--- config.mk ---
export PLATFORM = sky130hd
export DESIGN_NAME = pmem_line_adapter_flat
export DESIGN_NICKNAME = d
export VERILOG_FILES = /design/src/rtl/pmem_line_adapter_pkg.sv /design/src/rtl/pmem_line_adapter_if.sv /design/src/rtl/pmem_line_adapter.sv /design/src/flat_wrapper.sv
export SDC_FILE = /design/constraint.sdc
export NUM_CORES = 1
export LEC_CHECK = 0
export CORE_AREA = 4 4 273 275
export DETAILED_ROUTE_END_ITERATION = 16
export DIE_AREA = 0 0 277 279
export PLACE_DENSITY = 0.65
export SLEW_MARGIN = 0
export SYNTH_ARGS = -nofsm -noshare
export SYNTH_HDL_FRONTEND = slang
export SYNTH_SLANG_ARGS = --single-unit
--- constraint.sdc ---
create_clock -name clk -period 6.1 [get_ports clk]
set_input_delay 1.525 -clock clk [delete_from_list [all_inputs] [get_ports clk]]
set_output_delay 1.525 -clock clk [all_outputs]
set_load 0.1 [all_outputs]
--- src/rtl/pmem_line_adapter_pkg.sv ---
// Shared types for the cache-to-physical-memory path: RV32I word type and
// line/beat geometry plus the line adapter state encoding.
package rv32i_types;
    typedef logic [31:0] rv32i_word;
endpackage

package cache_pkg;
    localparam int LINE_BITS   = 256;
    localparam int BEAT_BITS   = 64;
    localparam int BEATS       = 4;
    localparam int OFFSET_BITS = 5;

    typedef enum logic [2:0] {
        IDLE,
        READ,
        WRITE,
        DONE,
        HOLD
    } pmem_adapter_state_t;
endpackage

--- src/rtl/pmem_line_adapter_if.sv ---
// Cache-side line port and memory-side burst port of the line adapter.
interface pmem_line_if;
    import rv32i_types::*;
    import cache_pkg::*;

    rv32i_word              line_address;
    logic                   line_read;
    logic                   line_write;
    logic [LINE_BITS-1:0]   line_wdata;
    logic [LINE_BITS-1:0]   line_rdata;
    logic                   line_resp;

    modport master (
        output line_address, line_read, line_write, line_wdata,
        input  line_rdata, line_resp
    );
    modport slave (
        input  line_address, line_read, line_write, line_wdata,
        output line_rdata, line_resp
    );
endinterface

interface pmem_burst_if;
    import rv32i_types::*;
    import cache_pkg::*;

    rv32i_word              mem_address;
    logic                   mem_read;
    logic                   mem_write;
    logic [BEAT_BITS-1:0]   mem_wdata;
    logic [BEAT_BITS-1:0]   mem_rdata;
    logic                   mem_resp;

    modport master (
        output mem_address, mem_read, mem_write, mem_wdata,
        input  mem_rdata, mem_resp
    );
    modport slave (
        input  mem_address, mem_read, mem_write, mem_wdata,
        output mem_rdata, mem_resp
    );
endinterface

--- src/rtl/pmem_line_adapter.sv ---
// Turns 256-bit cache line reads/writes into four-beat 64-bit memory bursts
// and returns a one-cycle line_resp the cache uses as its array write enable.
module pmem_line_adapter
    import cache_pkg::*;
    import rv32i_types::*;
#(
    parameter int HOLDOFF = 2
) (
    input  logic            clk,
    input  logic            rst,
    pmem_line_if.slave      line,
    pmem_burst_if.master    mem
);

    localparam rv32i_word LINE_MASK = ~rv32i_word'((1 << OFFSET_BITS) - 1);
    localparam logic [1:0] LAST_BEAT = 2'(BEATS - 1);

    pmem_adapter_state_t    state;
    logic [1:0]             beat;
    logic [7:0]             hold_cnt;
    rv32i_word              addr_q;
    logic [LINE_BITS-1:0]   wdata_q;
    logic [LINE_BITS-1:0]   rdata_q;
    logic                   rd_q;
    logic                   wr_q;
    logic                   resp_q;

    always_ff @(posedge clk) begin
        if (rst) begin
            state    <= IDLE;
            beat     <= '0;
            hold_cnt <= '0;
            addr_q   <= '0;
            wdata_q  <= '0;
            rdata_q  <= '0;
            rd_q     <= 1'b0;
            wr_q     <= 1'b0;
            resp_q   <= 1'b0;
        end else begin
            resp_q <= 1'b0;
            unique case (state)
                IDLE: begin
                    // Write first: a dirty writeback must land before its fill.
                    if (line.line_write) begin
                        wdata_q <= line.line_wdata;
                        addr_q  <= line.line_address & LINE_MASK;
                        wr_q    <= 1'b1;
                        state   <= WRITE;
                    end else if (line.line_read) begin
                        addr_q  <= line.line_address & LINE_MASK;
                        rd_q    <= 1'b1;
                        state   <= READ;
                    end
                end
                READ: begin
                    if (mem.mem_resp) begin
                        rdata_q[BEAT_BITS*beat +: BEAT_BITS] <= mem.mem_rdata;
                        beat <= beat + 2'd1;
                        if (beat == LAST_BEAT) begin
                            rd_q   <= 1'b0;
                            resp_q <= 1'b1;
                            state  <= DONE;
                        end
                    end
                end
                WRITE: begin
                    if (mem.mem_resp) begin
                        beat <= beat + 2'd1;
                        if (beat == LAST_BEAT) begin
                            wr_q   <= 1'b0;
                            resp_q <= 1'b1;
                            state  <= DONE;
                        end
                    end
                end
                DONE: begin
                    beat     <= '0;
                    hold_cnt <= '0;
                    state    <= (HOLDOFF > 0) ? HOLD : IDLE;
                end
                HOLD: begin
                    // Masks the cache's registered request, which drops a cycle or two late.
                    hold_cnt <= hold_cnt + 8'd1;
                    if (hold_cnt == 8'(HOLDOFF - 1))
                        state <= IDLE;
                end
                default: state <= IDLE;
            endcase
        end
    end

    assign line.line_rdata = rdata_q;
    assign line.line_resp  = resp_q;
    assign mem.mem_address = addr_q;
    assign mem.mem_read    = rd_q;
    assign mem.mem_write   = wr_q;
    assign mem.mem_wdata   = wdata_q[BEAT_BITS*beat +: BEAT_BITS];

endmodule

--- src/flat_wrapper.sv ---
// flat-port wrapper written by rule: the top's interface ports become plain ports
module pmem_line_adapter_flat import cache_pkg::*; import rv32i_types::*;
#(
    parameter int HOLDOFF = 2
)
  (clk, rst, line_line_address, line_line_read, line_line_write, line_line_wdata, line_line_rdata, line_line_resp, mem_mem_address, mem_mem_read, mem_mem_write, mem_mem_wdata, mem_mem_rdata, mem_mem_resp);
  pmem_line_if line_i ();
  pmem_burst_if mem_i ();
  input  logic clk;
  input  logic rst;
  input wire logic [$bits(line_i.line_address)-1:0] line_line_address;
  input wire logic [$bits(line_i.line_read)-1:0] line_line_read;
  input wire logic [$bits(line_i.line_write)-1:0] line_line_write;
  input wire logic [$bits(line_i.line_wdata)-1:0] line_line_wdata;
  output wire logic [$bits(line_i.line_rdata)-1:0] line_line_rdata;
  output wire logic [$bits(line_i.line_resp)-1:0] line_line_resp;
  output wire logic [$bits(mem_i.mem_address)-1:0] mem_mem_address;
  output wire logic [$bits(mem_i.mem_read)-1:0] mem_mem_read;
  output wire logic [$bits(mem_i.mem_write)-1:0] mem_mem_write;
  output wire logic [$bits(mem_i.mem_wdata)-1:0] mem_mem_wdata;
  input wire logic [$bits(mem_i.mem_rdata)-1:0] mem_mem_rdata;
  input wire logic [$bits(mem_i.mem_resp)-1:0] mem_mem_resp;
  assign line_i.line_address = line_line_address;
  assign line_i.line_read = line_line_read;
  assign line_i.line_write = line_line_write;
  assign line_i.line_wdata = line_line_wdata;
  assign line_line_rdata = line_i.line_rdata;
  assign line_line_resp = line_i.line_resp;
  assign mem_mem_address = mem_i.mem_address;
  assign mem_mem_read = mem_i.mem_read;
  assign mem_mem_write = mem_i.mem_write;
  assign mem_mem_wdata = mem_i.mem_wdata;
  assign mem_i.mem_rdata = mem_mem_rdata;
  assign mem_i.mem_resp = mem_mem_resp;
  pmem_line_adapter #(.HOLDOFF(HOLDOFF)) u_core (.clk(clk), .rst(rst), .line(line_i), .mem(mem_i));
endmodule
Word level (Yosys, flattened, before mapping):

Index checks and enable logic that the tools add are counted.

* register bits: 560
* bits of input ports: 357
* logic and storage cells: 69

* add/sub/neg operators: 3
* equal/unequal tests: 17
* shift operators: 3
* muxes and demuxes: 20
* bitwise gates (word level): 2
* reduce and logical (&&, ||, !) cells: 15

Operators with widths (count)
* $bwmux 256: 1
* $shift 64x34->256 const A: 1
* $shiftx 256x9->64: 1
* $shiftx 64x34->256: 1
* $mux 32: 2
* $neg 8->34: 1
* $pmux 8 s2: 1
* $mux 3: 5
* $pmux 3 s4: 1
* $ne 2x1->1 const B: 5
* $ne 2x2->1 const B: 5
* $reduce_bool 2->1: 5
* $add 8x1->8 const B: 1
* $eq 8x1->1 const B: 1
* $reduce_and 2->1: 4
* $reduce_and 4->1: 2
* $eq 3x2->1 const B: 2
* $mux 1: 6
* $reduce_and 5->1: 1
* $pmux 1 s2: 2
* $pmux 2 s2: 1
* $eq 3x1->1 const B: 1
* $eq 3x3->1 const B: 1
* $logic_not 3->1: 1
* other kinds (7): 8

Depth between registers and ports, before layout:

* depth in word-level cells: 4
* mapped depth: 11
* gate-level depth less buffers: 6

Worst setup path before layout:

No wires, ideal clock.

* path kind: flip-flop to output port
* from: register u_core.beat[0]
* to: output port mem_mem_wdata[26]
* arrival time: 1.880 ns
* data required time: 4.575 ns
* path slack: 2.695 ns
* stages on the path, launching flop included: 5
* path through: dfxtp_1 > buf_2 > buf_2 > buf_2 > mux4_2

* longest elaborated chain between the ends: 1

RTL lines
* start: declaration: line pmem_line_adapter.sv:19 `logic [1:0] beat;`
* start signal: assignment: line pmem_line_adapter.sv:58 `beat <= beat + 2'd1;`
* start signal: assignment: line pmem_line_adapter.sv:68 `beat <= beat + 2'd1;`
* $shiftx 256x9->64: line pmem_line_adapter.sv:97 `assign mem.mem_wdata = wdata_q[BEAT_BITS*beat +: BEAT_BITS];`
* end: declaration: line flat_wrapper.sv:20 `output wire logic [$bits(mem_i.mem_wdata)-1:0] mem_mem_wdata;`

No other way between the ends.

Worst setup path after layout:

* from: register u_core.beat[0]
* to: output port mem_mem_wdata[62]

The elaborated chain is that of the path after synthesis.

==> results by group <==
Run status
  • Status: finished, final reports clean

Critical path
  • Worst r2r src: u_core.beat[1]
  • Worst reg-to-reg setup slack: approximately 2700 ps
  • FF-to-FF path depth: 8
  • Arr. time, crit path: between 3000 and 4000 ps
  • Worst Path Max Fanout: 38
  • Setup crit start kind: flip-flop
  • Crit Path Category: flip-flop to output port
  • Required time of the critical path: ~4600 ps
  • Critical path endpoint category: output port
  • Worst reg2reg endpoint: u_core.line.line_rdata[254]

Drt
  • Post-Route WL: between 70000 and 80000 µm
  • First-pass iteration count of the detailed router: 6
  • DRC viols: 0
  • Vias per cell: around 4.9
  • Initial DRC Count: around 1.4k
  • ANT nets after route: 0
  • Via count: 20.08k
  • Per-cell routed wire length: about 18 µm

Worst hold path
  • Hold endpoint: u_core.line.line_rdata[163]
  • WHS Path Cells: 2
  • Hold Crit Start: u_core.line.line_rdata[163]
  • HP Class: flip-flop to flip-flop

Clock tree
  • CTS Sinks: 555
  • Setup Buffers After CTS: 0
  • Root buffer cell: clkbuf_16
  • Post-cts sizing count: 0
  • Skew-Pair Late Insertion Delay: 610 ps
  • Maximum buffer depth of the clock tree: 3
  • Number of CTS-inserted buffers: between 60 and 70
  • CTS tree: yes
  • H-tree levels: 2
  • Clk slew on worst S/H paths: approximately 60 ps
  • Post-cts hold buffer count: 0

Timing
  • Slew @ Worst Pin: roughly 1200 ps
  • Max Fclk: ~200 MHz
  • Tmin final: ~5000 ps
  • Unrepaired setup endpoints after global routing: false
  • Final period utilization: between 80 and 90%
  • Hold Slack: about 450 ps
  • Setup tns final: 0 ps
  • Clock Skews: around 22 ps
  • Fin. max-slew vios: 0
  • Relative slew margins: a little over a fifth
  • Final hold vios: 0
  • Setup-failing EPs final: 0

Synthesis
  • Synth top area share: approximately half
  • Register area share after synthesis: between 50 and 60%
  • EDFF count, synth: 0
  • Post-Syn Area per Cell: about 8.4 µm²
  • Top_reg_cell synth: dfxtp_1
  • Syn. warnings: 0
  • Gate Count Post-Synth: approximately 2.6k
  • Synth top cells by count: nand2_1 (818), dfxtp_1 (555), a21oi_1 (534), nand3_1 (244), clkbuf_1 (110)
  • Largest cells by area after synthesis: dfxtp_1 (52%), nand2_1 (14%), a21oi_1 (13%)
  • Top-count cell post-synth: nand2_1
  • Flops & latches, synth: between 500 and 600
  • Dominant cell type by area after synthesis: dfxtp_1
  • Synthesized area: between 20000 and 25000 µm²
  • Yosys cell types: between 40 and 50
  • Ys async rst share: 0%

Die
  • Die area: 77280 µm²
  • Standard-cell rows: between 90 and 100
  • Io pins: 712
  • Overall die width: between 200 and 300 µm
  • Die H: 279 µm
  • Initial Utilization: 29.55%
  • Core footprint: about 72000 µm²

Placement
  • IO buf count: ~700
  • Gpl congestion: ~0.82
  • HPWL after detailed placement: 52600 µm
  • Post-Place Cells: about 4.0k

Power and ir drop
  • Psw: 4780 µW
  • Int Pwr: 7611 µW
  • Comb pwr share: approximately a third
  • P_leak: between 0.01 and 0.015 µW
  • Part of the power in registers: 34.7%
  • Total Power: approximately 12000 µW
  • Cell Pwr Density: 398.6 nW/µm²
  • Maximum vdd drop: 0.3559 mV
  • Clock power frac: about a third
  • Switching portion of total power: roughly 39%

GRT
  • GR Util met1: around 23%
  • Global-route wire length before repair: 114200 µm
  • Met2 global-route usage: between 30% and 40%
  • Total Routing Usage GR: between 10% and 20%
  • Top Usage Layer GRT: met2
  • Remaining Overflow, GRT: 0
  • Largest net degree at the start of global routing: 145
  • Vias in the first global route: ~19k
  • GR Util met3: 5.510%
  • Initial antenna violation count: 13

Flow run
  • Max cap viols: 0

Finish
  • Core Util, Final: 42.97%
  • Layout overhead on the synthesized area: 45.45%
  • Fillers: slightly above 7k
  • Non-filler instance count after layout: just over 4k
  • Final nets: between 3k and 4k
  • Share of post-route cells with drive strength above 1: under 10%
[through the flow]
step	worst slack, ps	cell area [µm²]
floorplan	2695	21390
detailed placement	1682	28900
CTS	1002	31070
global placement	1692	28900
global route	933.8	31080
finish	1124	31090
[how the worst max path moves through the flow]
stage / startpoint / to / slack (ps) / cells after the start
after floorplan: u_core.beat[0] / mem_mem_wdata[26] / 2700 / 4
after global placement: u_core.beat[0] / mem_mem_wdata[62] / 1690 / 3
after detailed placement: u_core.beat[0] / mem_mem_wdata[62] / 1680 / 3
after CTS: u_core.beat[0] / mem_mem_wdata[62] / 1000 / 3
after global routing: u_core.beat[0] / mem_mem_wdata[43] / 930 / 3
final: u_core.beat[0] / mem_mem_wdata[62] / 1120 / 3
[worst max-delay path: stages (launching register included)]
cell             delay [ps]
dfxtp_4                 880
buf_12                  300
mux4_2                  530
clkdlybuf4s50_1        1040
[area by class of cell]
cell class | instances | area (µm²) | area share (%)
antenna | 5 | 12.51 | 0.04025
clock buffer | 93 | 1931 | 6.210
clock inverter | 20 | 242.7 | 0.7808
inverter | 5 | 18.77 | 0.06037
multi-input combinational | 1768 | 9205 | 29.61
sequential | 555 | 11120 | 35.76
tap | 959 | 1200 | 3.860
timing repair buffer | 733 | 7360 | 23.67
[cells by family after synthesis]
family | Yosys count | share of synthesized area, %
other | 1 | 0.01755
DFF | 555 | 51.98
adders and majority gates | 8 | 0.4683
muxes | 67 | 6.896
and+or+nand+nor | 1123 | 21.77
xor gates and xnor gates | 2 | 0.08197
AOI/OAI and AO/OA | 563 | 13.50
buffers and inverters | 233 | 5.280
[per-layer routing]
layer,routed length (µm),part of all wire (%)
met2,36670,48
met5,96,0.13
met3,6525,8.6
met4,2338,3.1
met1,30630,40
[power by group through the flow]
stage / clock network (µW) / logic [µW] / registers (µW)
after floorplan: 0 / 2580 / 4850
after global placement: 0 / 4190 / 4370
after detailed placement: 0 / 4210 / 4380
after CTS: 4010 / 4220 / 4310
after global routing: 4140 / 4470 / 4360
final: 3900 / 4180 / 4300
[flip-flops by register name, indices dropped and copies added (netlist names)]
name	flops
u_core.mem.mem_address	27
u_core.state	3
u_core.wdata_q	256
u_core.line.line_resp	1
u_core.beat	2
u_core.hold_cnt	8
u_core.mem.mem_read	1
u_core.line.line_rdata	256
u_core.mem.mem_write	1
[placed cells by master, fill, tap and decap left out, drive strengths merged, types with 6 or more instances in the layout]
master         instances
ha                     8
nand2                818
clkdlybuf4s50        699
clkbuf                93
a22oi                 14
dfxtp                555
and2                   6
clkinv                11
buf                   34
inv                    9
nand3                244
mux4                  64
a21oi                534
nor2                  26
nor3                   6
(Power assumes the default switching activity.)
